`src/rtl/module_bcd_to_binary_pkg.sv`:
```
// pkg_bcd
// Shared definitions for the two-digit BCD to binary converter: the
// controller state encoding, the digit/step/width constants and a small
// digit-range helper.
// Contents:
//   state_t  - controller states IDLE, CONVERT, DONE
//   BCD_MAX  - largest legal BCD digit value
//   N_STEPS  - shift/correct steps needed to drain 7 result bits
//   BIN_W    - width of the binary result
//   SHIFT_W  - width of the {tens, units, bin} shift register
//   is_bcd() - true when a nibble holds a legal decimal digit

package pkg_bcd;

  typedef enum logic [1:0] {
    IDLE,
    CONVERT,
    DONE
  } state_t;

  localparam int BCD_MAX = 9;
  localparam int N_STEPS = 7;
  localparam int BIN_W   = 7;
  localparam int SHIFT_W = 8 + BIN_W;

  function automatic logic is_bcd(input logic [3:0] digit);
    return digit <= 4'(BCD_MAX);
  endfunction

endpackage

```
`src/rtl/module_bcd_to_binary_correct.sv`:
```
// module_bcd_correct
// Nibble correction used by the reverse double-dabble step. After a right
// shift, a BCD digit that reads 8 or more has picked up a bit worth 8 that
// is really worth 5 in decimal terms, so 3 is taken off; smaller values pass
// through unchanged.
// Ports:
//   nibble_in  - shifted BCD nibble
//   nibble_out - corrected BCD nibble

module module_bcd_correct (
  input  logic [3:0] nibble_in,
  output logic [3:0] nibble_out
);

  assign nibble_out = (nibble_in >= 4'd8) ? (nibble_in - 4'd3) : nibble_in;

endmodule

```
`src/rtl/module_bcd_to_binary.sv`:
```
// module_bcd_to_binary
// Converts a two-digit BCD number (tens, units) into a 7-bit binary value
// 0..99 using reverse double-dabble: a 15-bit register {tens, units, bin} is
// shifted right seven times, correcting each BCD nibble after every shift.
// An input digit above 9 skips the conversion and reports err with a zero
// result. Input and output use valid/ready handshakes; one conversion is in
// flight at a time.
// Ports:
//   clk         - system clock, rising edge
//   rst         - synchronous active-high reset
//   bcd_tens    - BCD tens digit
//   bcd_units   - BCD units digit
//   in_valid    - input digits valid
//   in_ready    - block can accept input (IDLE and not in reset)
//   binary_code - registered result 10*tens + units
//   err         - registered flag: an input digit was above 9
//   gray_code   - registered Gray code of the result (GRAY_OUTPUT_EN only)
//   out_valid   - result valid (DONE)
//   out_ready   - downstream accepts the result
// Configuration:
//   GRAY_OUTPUT_EN - when defined, adds the gray_code output and its logic.

module module_bcd_to_binary
  import pkg_bcd::*;
(
  input  logic             clk,
  input  logic             rst,
  input  logic [3:0]       bcd_tens,
  input  logic [3:0]       bcd_units,
  input  logic             in_valid,
  output logic             in_ready,
  output logic [BIN_W-1:0] binary_code,
  output logic             err,
`ifdef GRAY_OUTPUT_EN
  output logic [BIN_W-1:0] gray_code,
`endif
  output logic             out_valid,
  input  logic             out_ready
);

  state_t state;
  state_t state_next;

  logic [2:0]         step_cnt;
  logic [SHIFT_W-1:0] shreg;
  logic [SHIFT_W-1:0] shifted;
  logic [SHIFT_W-1:0] stepped;
  logic [3:0]         tens_fix;
  logic [3:0]         units_fix;
  logic               digits_ok;
  logic               last_step;

  // One conversion step: shift the whole register right, then repair each
  // BCD nibble so it stays a legal decimal digit for the next shift.
  assign shifted = shreg >> 1;

  module_bcd_correct u_correct_tens (
    .nibble_in  (shifted[SHIFT_W-1 -: 4]),
    .nibble_out (tens_fix)
  );

  module_bcd_correct u_correct_units (
    .nibble_in  (shifted[SHIFT_W-5 -: 4]),
    .nibble_out (units_fix)
  );

  assign stepped   = {tens_fix, units_fix, shifted[BIN_W-1:0]};
  assign digits_ok = is_bcd(bcd_tens) & is_bcd(bcd_units);
  assign last_step = (step_cnt == 3'(N_STEPS - 1));

  // Next-state and handshake decode. in_ready and out_valid come straight
  // from the state so the handshakes need no extra register stage. In IDLE
  // in_valid alone is enough to move on because in_ready is high there
  // whenever reset is low, and reset overrides the transition anyway.
  always_comb begin
    state_next = state;
    in_ready   = 1'b0;
    out_valid  = 1'b0;
    case (state)
      IDLE: begin
        in_ready = ~rst;
        if (in_valid) begin
          state_next = digits_ok ? CONVERT : DONE;
        end
      end
      CONVERT: begin
        if (last_step) begin
          state_next = DONE;
        end
      end
      DONE: begin
        out_valid = 1'b1;
        if (out_ready) begin
          state_next = IDLE;
        end
      end
      default: state_next = IDLE;
    endcase
  end

  // State register and datapath. Digits are captured on the accept edge;
  // the seventh CONVERT edge writes the drained binary bits straight into
  // the result register so it is ready the moment DONE is entered. Results
  // and err are only written on accept and on the last step, so they hold
  // steady for as long as DONE waits on out_ready.
  always_ff @(posedge clk) begin
    if (rst) begin
      state       <= IDLE;
      step_cnt    <= 3'd0;
      shreg       <= '0;
      binary_code <= '0;
      err         <= 1'b0;
`ifdef GRAY_OUTPUT_EN
      gray_code   <= '0;
`endif
    end else begin
      state <= state_next;
      case (state)
        IDLE: begin
          if (in_valid) begin
            shreg    <= {bcd_tens, bcd_units, {BIN_W{1'b0}}};
            step_cnt <= 3'd0;
            if (digits_ok) begin
              err <= 1'b0;
            end else begin
              err         <= 1'b1;
              binary_code <= '0;
`ifdef GRAY_OUTPUT_EN
              gray_code   <= '0;
`endif
            end
          end
        end
        CONVERT: begin
          shreg    <= stepped;
          step_cnt <= step_cnt + 3'd1;
          if (last_step) begin
            binary_code <= stepped[BIN_W-1:0];
`ifdef GRAY_OUTPUT_EN
            gray_code   <= stepped[BIN_W-1:0] ^ (stepped[BIN_W-1:0] >> 1);
`endif
          end
        end
        default: ;
      endcase
    end
  end

endmodule

```
`config.mk`:
```
export PLATFORM = sky130hd
export DESIGN_NAME = module_bcd_to_binary
export DESIGN_NICKNAME = d
export VERILOG_FILES = /design/src/rtl/module_bcd_to_binary_pkg.sv /design/src/rtl/module_bcd_to_binary_correct.sv /design/src/rtl/module_bcd_to_binary.sv
export SDC_FILE = /design/constraint.sdc
export NUM_CORES = 1
export LEC_CHECK = 0
export ABC_AREA = 1
export BUFFER_PORTS_ARGS = -buffer_cell sky130_fd_sc_hd__buf_2
export CAP_MARGIN = 0
export CORE_ASPECT_RATIO = 1.1
export CORE_UTILIZATION = 54
export CTS_CLUSTER_SIZE = 12
export DETAILED_ROUTE_END_ITERATION = 10
export HOLD_SLACK_MARGIN = 0.08
export PLACE_DENSITY = 0.77
export SYNTH_ARGS = -nofsm -noshare
export SYNTH_HDL_FRONTEND = slang
export SYNTH_SLANG_ARGS = --single-unit
```
`constraint.sdc`:
```
create_clock -name clk -period 1.9 [get_ports clk]
set_clock_uncertainty 0.1 [all_clocks]
set_input_delay 0.38 -clock clk [delete_from_list [all_inputs] [get_ports clk]]
set_output_delay 0.38 -clock clk [all_outputs]
set_load 0.01 [all_outputs]
```
==> run metrics <==
Fillers=211; global-route wire length before repair=4.560 mm; initial antenna violation count=0; Crit Path Category=reg -> reg; worst skew pair latency=0.32 ns; Slew HR=68.17%; top cell type by total area after synthesis=dfxtp_1; gr ovfl total=0; PwrDens=838.5 nW/um^2; # clock sinks=27; via/cell ratio=5.302; vias in the first global route=1063; clock buffer count from CTS=3; clk root buf=clkbuf_4; First-pass DRT Iterations=4; Slowest-stage cell, CP=dfxtp_1; Fmax=594.6 MHz; DIE WIDTH=48.81 um; DRC Markers=0; # hold bufs at CTS=0; CTS tree=done; layout cells sized above 1=24.48%; Antenna Violating Nets Remaining=0; CP Data Required Time=2.07 ns; Unique masters post-synth=27; Die Y-Extent=53.49 um; min-delay worst type=in -> reg; IO Port Bufs=21; RSZ-0062 raised after global routing=no; Area growth, synth to finish=10.77%; max-slew violations=0; die area=2610 sq um; initial core utilization=57.78%; Leak=0.6619 nW; Max H-tree Level=1; endpoints failing setup=0; maximum buffer depth of the clock tree=2; Placeable Area=2252 sq um; row cnt=18; Worst Tran Pin Value=0.4770 ns; Mapped Area=1301 sq um; drt wl/cell=11.92 um; syn avg cell area=7.565 sq um; IO Count=22; Arr. time, crit path=1.86 ns; worst-path cell chain=o21ai_2 -> nor2_4 -> nand2_1 -> nand2_1 -> nand2_1 -> nor2_1; quantity of gates resized following cts=0; ANT cells=0; area share of the largest cell type after synthesis=41.54%; Total Wirelength=2.647 mm; Syn Nets=188; Area contributors post-synth=dfxtp_1 (42%), nand2_1 (14%), a21oi_1 (5.4%), a21oi_2 (4.0%), ha_1 (3.8%); CP max stage delay=0.52 ns; DRT iter0 DRCs=35; Cell Count, Final, Fillers Out=222; final net count=209; Post-DP HPWL=1.897 mm; final worst path period share=88.51%; DR vias=1177; setup TNS=0 ns; placed cell count=218; Tmin final=1.682 ns; GPL Wtd Cong=0.8280; largest net degree at the start of global routing=17; Hold Fails Final Rpt=0; IR drop worst, VDD=0.5440 mV; CP endpoint kind=flip-flop; CP Max Fanout=13; #FFs+latches synth=27; Critical Path Source Type=flip-flop; outcome=finished, final reports clean; Synth Instances=172; Synth Warn #=0; Most common cell on crit path=nand2_1; Max-cap violations=0; Total GRT Usage=22.40%; Setup Fix Bufs, Post-CTS=0; Clock transition at path regs=0.15 ns; register area share after synthesis=41.54%
-- flip-flops by register name (all words and copies together) (netlist names) --
name	cells
shreg	14
state	2
err	1
binary_code	7
step_cnt	3
-- path summary, 6_finish.rpt --
| path | endpoint | slack, ns | from | cells after the start |
|---|---|---|---|---|
| max | binary_code[4] | 0.22 | state[0] | 6 |
| min reg2reg | shreg[2] | 0.37 | shreg[2] | 2 |
| min | state[1] | 0.20 | out_ready | 4 |
| max reg2reg | binary_code[4] | 0.22 | state[0] | 6 |
-- worst max-delay path: cells and delay by family, from the launching register on --
family	cells	cell delay [ns]
DFF	1	0.52
AOI/OAI and AO/OA	1	0.21
and+or+nand+nor	5	0.80
-- placed cells by master, fill, tap and decap left out, types with 2 or more instances in the layout --
master / count
nand2_1: 48
dfxtp_1: 27
buf_2: 21
a21oi_1: 14
inv_1: 13
nor2_1: 12
o21ai_1: 7
nand3_1: 6
a21oi_2: 6
o21ai_0: 5
nand3_2: 4
nor2_2: 4
ha_1: 4
a31oi_1: 3
clkbuf_4: 3
inv_2: 2
nor2_4: 2
buf_4: 2
-- per-layer routing --
metal  vias up  GRT usage, %  part of all wire, %
met1       551         28.94                   48
li1        595             -                    -
met3         2         2.874                  4.5
met4         0         7.353                 0.57
met5         -             0                    0
met2        29         38.66                   47
-- stage by stage --
stage | total power, W | utilization [%] | cell area (sq um) | worst slack, ns | hold WS (ns)
after floorplan | 0.0008940 | - | 1301 | 0.5285 | 0.3331
after global placement | 0.0009538 | 62.67 | 1411 | 0.3451 | 0.3473
after detailed placement | 0.0009678 | 62.67 | 1411 | 0.2211 | 0.3513
after CTS | 0.001214 | 64.00 | 1441 | 0.2076 | 0.1912
after global routing | 0.001290 | 64.00 | 1441 | 0.05447 | 0.1834
final | 0.001209 | 64.00 | 1441 | 0.2183 | 0.1965
-- power by group --
group,total (W),switching (W),internal (W)
clock,0.000252,0.000172,0.0000803
combinational,0.000303,0.000187,0.000116
sequential,0.000654,0.0000382,0.000615
-- kinds of logic after synthesis --
family,count (synthesis),synth area share [%]
flops,27,41.54
simple gates,79,28.08
fa+ha+maj,4,3.846
buf+inv,22,7.981
compound gates,39,17.89
xor+xnor,1,0.6732
-- cell type report --
class | count | area, sq um | share of cell area (%)
timing repair buffer | 23 | 120.1 | 8.333
clock buffer | 3 | 22.52 | 1.563
multi-input combinational | 123 | 656.9 | 45.57
tap | 30 | 37.54 | 2.604
clock inverter | 1 | 7.507 | 0.5208
inverter | 15 | 56.30 | 3.906
sequential | 27 | 540.5 | 37.50
-- synthesized netlist by cell type, drive strengths merged --
cell,instances
nand3,10
o21ai,13
o211ai,1
a21oi,20
clkbuf,1
xor2,1
a31oi,3
nand2,49
buf,6
or2,1
inv,15
o21a,1
nor3,1
nor2,18
dfxtp,27
ha,4
o21bai,1
Power figures use the tool's default switching activity.
